--- src/rtl/crg_pkg.sv ---
// Shared types and defaults for the CRG clock-gate control block.
package crg_pkg;

   // Gate controller states
   typedef enum logic [2:0] {
      RUN      = 3'd0,
      IDLE_CNT = 3'd1,
      STOP_REQ = 3'd2,
      GATED    = 3'd3,
      WAKE     = 3'd4
   } cg_state_e;

   localparam int CG_IDLE_CYCLES_DEF = 16;
   localparam int CG_WAKE_CYCLES_DEF = 2;

endpackage

--- src/rtl/clock_gate_ctrl.sv ---
// Clock-gate controller: stops a downstream domain's clock after a long
// enough idle period plus a stop handshake, and restarts it on wake/force-on
// with a settle period before the domain is released. All outputs registered.
module clock_gate_ctrl
   import crg_pkg::*;
#(
   parameter int IDLE_CYCLES = CG_IDLE_CYCLES_DEF,
   parameter int WAKE_CYCLES = CG_WAKE_CYCLES_DEF
) (
   input  logic CLK,
   input  logic RST,
   input  logic BUSY_I,
   input  logic WAKE_REQ_I,
   input  logic FORCE_ON_I,
   input  logic STOP_ACK_I,
   output logic STOP_REQ_O,
   output logic EN_O,
   output logic GATED_O,
   output logic WAKE_DONE_O
);

   localparam int CNT_MAX = (IDLE_CYCLES > WAKE_CYCLES) ? IDLE_CYCLES : WAKE_CYCLES;
   localparam int CNT_W   = $clog2(CNT_MAX + 1);

   // Zero-length idle or wake windows make the handshake meaningless
   if (IDLE_CYCLES < 1) begin : g_bad_idle
      $error("clock_gate_ctrl: IDLE_CYCLES must be >= 1");
   end
   if (WAKE_CYCLES < 1) begin : g_bad_wake
      $error("clock_gate_ctrl: WAKE_CYCLES must be >= 1");
   end

   localparam logic [CNT_W-1:0] IDLE_LAST = CNT_W'(IDLE_CYCLES);
   localparam logic [CNT_W-1:0] WAKE_LAST = CNT_W'(WAKE_CYCLES);
   localparam logic [CNT_W-1:0] CNT_ONE   = CNT_W'(1);

   cg_state_e        state, state_nxt;
   logic [CNT_W-1:0] cnt, cnt_nxt;
   logic             req_nxt, en_nxt, gated_nxt, done_nxt;
   logic             wake;

   assign wake = WAKE_REQ_I | FORCE_ON_I;

   // State, counter and registered outputs; reset lands in RUN with clock on
   always_ff @(posedge CLK) begin
      if (RST) begin
         state       <= RUN;
         cnt         <= '0;
         STOP_REQ_O  <= 1'b0;
         EN_O        <= 1'b1;
         GATED_O     <= 1'b0;
         WAKE_DONE_O <= 1'b0;
      end else begin
         state       <= state_nxt;
         cnt         <= cnt_nxt;
         STOP_REQ_O  <= req_nxt;
         EN_O        <= en_nxt;
         GATED_O     <= gated_nxt;
         WAKE_DONE_O <= done_nxt;
      end
   end

   // Next-state and next-output decode; outputs hold unless a transition edits them
   always_comb begin
      state_nxt = state;
      cnt_nxt   = cnt;
      req_nxt   = STOP_REQ_O;
      en_nxt    = EN_O;
      gated_nxt = GATED_O;
      done_nxt  = 1'b0;
      case (state)
         RUN: begin
            if (!BUSY_I && !wake) begin
               state_nxt = IDLE_CNT;
               cnt_nxt   = CNT_ONE;
            end
         end
         IDLE_CNT: begin
            if (BUSY_I || wake) begin
               state_nxt = RUN;
               cnt_nxt   = '0;
            end else if (cnt == IDLE_LAST) begin
               state_nxt = STOP_REQ;
               req_nxt   = 1'b1;
            end else begin
               cnt_nxt = cnt + CNT_ONE;
            end
         end
         STOP_REQ: begin
            // Renewed activity beats a same-cycle acknowledge: the clock never drops
            if (wake || BUSY_I) begin
               state_nxt = RUN;
               req_nxt   = 1'b0;
               cnt_nxt   = '0;
            end else if (STOP_ACK_I) begin
               state_nxt = GATED;
               en_nxt    = 1'b0;
               gated_nxt = 1'b1;
            end
         end
         GATED: begin
            // Domain is frozen, so only wake matters; ack dropping is ignored
            if (wake) begin
               state_nxt = WAKE;
               en_nxt    = 1'b1;
               gated_nxt = 1'b0;
               cnt_nxt   = CNT_ONE;
            end
         end
         WAKE: begin
            // Settle window runs to completion even if wake drops
            if (cnt == WAKE_LAST) begin
               state_nxt = RUN;
               req_nxt   = 1'b0;
               done_nxt  = 1'b1;
               cnt_nxt   = '0;
            end else begin
               cnt_nxt = cnt + CNT_ONE;
            end
         end
         default: begin
            state_nxt = RUN;
            cnt_nxt   = '0;
            req_nxt   = 1'b0;
            en_nxt    = 1'b1;
            gated_nxt = 1'b0;
         end
      endcase
   end

endmodule

--- config.mk ---
export PLATFORM = sky130hd
export DESIGN_NAME = clock_gate_ctrl
export DESIGN_NICKNAME = d
export VERILOG_FILES = /design/src/rtl/crg_pkg.sv /design/src/rtl/clock_gate_ctrl.sv
export SDC_FILE = /design/constraint.sdc
export NUM_CORES = 1
export LEC_CHECK = 0
export ABC_AREA = 1
export ABC_CLOCK_PERIOD_IN_PS = 3500
export BUFFER_PORTS_ARGS = -buffer_cell sky130_fd_sc_hd__buf_2
export CORE_MARGIN = 2
export CORE_UTILIZATION = 35
export DETAILED_ROUTE_END_ITERATION = 12
export GPL_ROUTABILITY_DRIVEN = 1
export HOLD_SLACK_MARGIN = 0.12
export PLACE_DENSITY = 0.53
export RECOVER_POWER = 50
export SETUP_SLACK_MARGIN = 0.02
export SKIP_CTS_REPAIR_TIMING = 1
export SLEW_MARGIN = 25
export SYNTH_ARGS = -nofsm -noshare
export SYNTH_HDL_FRONTEND = slang
export SYNTH_SLANG_ARGS = --single-unit
export TNS_END_PERCENT = 50
--- constraint.sdc ---
create_clock -name CLK -period 3.5 [get_ports CLK]
set_clock_uncertainty 0.2 [all_clocks]
set_input_delay 1.05 -clock CLK [delete_from_list [all_inputs] [get_ports CLK]]
set_output_delay 1.05 -clock CLK [all_outputs]
set_load 0.01 [all_outputs]
==> key figures <==
Drt
  • Count of vias placed by the detailed router: 800
  • Wire length per cell: 10.8 um
  • Violation count after the first detailed-route iteration: 25
  • Number of nets with antenna violations after routing: 0
  • Detailed Route WL: 1800 um
  • First-pass iteration count of the detailed router: 4
  • Via/cell ratio: between 4 and 5
  • Detailed-route DRC error count: 0

Synth
  • Dominant cell type by area after synthesis: sky130_fd_sc_hd__dfxtp_1
  • Synth unique cells: 21
  • Part of the Yosys area used for sequential elements: 28.4%
  • Top cell type's share of synthesized area: roughly 28%
  • Avg Cell Area, Syn: between 6 and 7 um^2
  • Flip-flop and latch count after synthesis: 12
  • Synthesis Warnings: 0
  • Top cells by area, synth: sky130_fd_sc_hd__dfxtp_1 28%, sky130_fd_sc_hd__nand2_1 11%, sky130_fd_sc_hd__nand3_1 9.5%, sky130_fd_sc_hd__nor2_2 6.6%, sky130_fd_sc_hd__nor2_1 5.3%
  • Summed instance area of the synthesized netlist: 847 um^2
  • Cell count after synthesis: 126
  • Net count after synthesis: 135

Clock network
  • Clock-pin slew on the worst setup and hold paths: 0.08 ns
  • Num CTS Buffers: 3
  • Clock tree from TritonCTS: done
  • Root Buffer: sky130_fd_sc_hd__clkbuf_4
  • Buffer levels on the longest clock path: 2
  • Clk sinks: 12
  • H-tree levels: 1
  • Latest clock arrival within the worst-skew pair: roughly 0.28 ns

Global route
  • All-layer global routing usage: 15.2%
  • Via count of the first global-routing pass: 736
  • Global-route wire length before repair: slightly above 3000 um
  • Largest net degree at the start of global routing: 9
  • Antenna violations before repair: 0
  • Global route overflow: 0

Final layout
  • Layout Area Growth over Synthesis: 10.3%
  • Most used cells in the layout excluding fill and tap cells: 26 x sky130_fd_sc_hd__nand2_1, 17 x sky130_fd_sc_hd__nand3_1, 13 x sky130_fd_sc_hd__nor2_1
  • Most common cell after layout, fill and taps aside: sky130_fd_sc_hd__nand2_1
  • Total non-filler cell area in the finished layout: around 930 um^2
  • Fill count: 264
  • Number of inserted diodes: 0
  • Share of layout cells above drive strength 1: 23.9%
  • Net total in the final layout: 148

Floorplan
  • Die ar.: about 2800 um^2
  • Horizontal die dimension: 53.2 um
  • Starting utilization of the core area: 37.6%
  • Core area: 2250 um^2
  • Number of rows in the core area: 17
  • Height of the die: between 50 and 60 um
  • Top-level port count: 10

Power
  • Total power consumption of the routed design: 671 uW
  • Lkg Pwr: roughly 0.41 nW
  • Largest vdd supply drop: 344 uV
  • Total power density per cell area: just over 700 nW/um^2
  • Sequential power share: 29.0%
  • Switching share of total power: between 40% and 50%
  • Comb pwr share: 53.7%
  • Power Internal: 353 uW
  • Total net switching power: approximately 320 uW
  • Clock power share: 17.2%

Timing
  • Final worst-path cycle share: 65.3%
  • Setup-violating endpoint count in the final report: 0
  • Unrepaired setup endpoints after global routing: false
  • Number of slew-limit violations in the final report: 0
  • Post-layout min period: 2.29 ns
  • Final Hold Viols: 0
  • Measured slew at the worst slew-check pin: 0.358 ns
  • Final WS setup: 1.21 ns
  • Worst rel slew slack: between 70 and 80%
  • Fin Setup TNS: 0 ns
  • WHS: 0.264 ns
  • Highest achievable clock rate: around 440 MHz

Worst setup path
  • Critical Path Sink Type: flop
  • Arrival time of the worst setup path: about 2.3 ns
  • WP data required: 3.51 ns
  • Worst setup startpoint: FORCE_ON_I
  • Start-to-end type of the worst setup path: input port to flop
  • Startpoint kind of the worst setup timing path: input port
  • RR Startpoint: cnt[0]
  • Biggest fanout along the worst timing path: 6

Min path
  • Worst hold path type: flop to flop
  • Hold Crit Start: GATED_O

Flow run
  • Max-cap violations: 0

Place
  • Hpwl dp: 1440 um
  • Placed standard-cell area: 923 um^2
  • Setup slack at placement: 1.23 ns
  • Count of buffers from port buffering: 9
  • GPL Wtd Cong: 0.925

Run status
  • Run status: completed
[logic make-up (layout without fill, tap and decap cells)]
kind of cell	Yosys count	after routing	share of synthesized area, %
AND/OR/NAND/NOR	78	78	48.3
buffers and inverters	17	29	7.53
flip-flops	12	12	28.4
AO/OA/AOI/OAI	13	13	8.27
adder cells (fa/ha/maj)	3	3	4.43
XOR/XNOR	3	3	3.10
[critical path, stage by stage]
cell and delay, ns:
sky130_fd_sc_hd__buf_2 0.09, sky130_fd_sc_hd__nor2_1 0.21, sky130_fd_sc_hd__nand2_1 0.23, sky130_fd_sc_hd__inv_1 0.18, sky130_fd_sc_hd__nand3_1 0.12, sky130_fd_sc_hd__nand3_1 0.20
sky130_fd_sc_hd__nand2_1 0.07, sky130_fd_sc_hd__a21oi_1 0.14
[synth_stat cells]
cell type,n
sky130_fd_sc_hd__o21ai_0,1
sky130_fd_sc_hd__nor2_4,2
sky130_fd_sc_hd__nand3_2,2
sky130_fd_sc_hd__ha_1,3
sky130_fd_sc_hd__nor4_1,1
sky130_fd_sc_hd__dfxtp_1,12
sky130_fd_sc_hd__nand3_1,16
sky130_fd_sc_hd__a21oi_1,8
sky130_fd_sc_hd__o21ai_1,2
sky130_fd_sc_hd__nor2_2,9
sky130_fd_sc_hd__inv_1,11
sky130_fd_sc_hd__xor2_1,3
sky130_fd_sc_hd__nor2_1,12
sky130_fd_sc_hd__o211ai_1,2
sky130_fd_sc_hd__nand4_1,1
sky130_fd_sc_hd__nand2_2,6
sky130_fd_sc_hd__nand2_4,3
sky130_fd_sc_hd__buf_1,1
sky130_fd_sc_hd__nand2_1,25
sky130_fd_sc_hd__nand3b_1,1
sky130_fd_sc_hd__inv_2,5
[state kept, by name (all words and copies together) (netlist names)]
register / flops
WAKE_DONE_O: 1
state: 3
cnt: 5
GATED_O: 1
STOP_REQ_O: 1
EN_O: 1
[power by group through the flow]
stage	clock [mW]	combinational, mW	sequential, mW
finish	0.116	0.361	0.195
global placement	0	0.365	0.196
floorplan	0	0.293	0.197
CTS	0.119	0.369	0.194
detailed placement	0	0.367	0.197
global route	0.126	0.414	0.200
[per-layer routing]
layer / global-route usage (%) / part of all wire (%) / vias to the layer above
li1: - / - / 429
met2: 24.2 / 44 / 13
met4: 7.69 / 1.3 / 0
met5: 0 / 0 / -
met3: 2.82 / 4.1 / 4
met1: 19.3 / 50 / 354
[area by class of cell]
cell class	instances	area (um^2)	area share [%]
clock buffers	4	36.3	3.88
inverters	16	60.1	6.43
well taps	28	35.0	3.75
repair buffers	9	40.0	4.28
multi-input cells	97	523	56.0
flip-flops and latches	12	240	25.7
[through the flow]
step	cells	util [%]
floorplan	126	-
global placement	162	41.0
detailed placement	162	41.0
CTS	166	42.6
global route	166	41.5
finish	166	41.5
[final timing paths]
check	end	slack (ns)	cells after the start
min	GATED_O	0.26	2
min reg2reg	GATED_O	0.26	2
max reg2reg	cnt[0]	1.87	8
max	cnt[0]	1.21	8
Power figures use the tool's default switching activity.
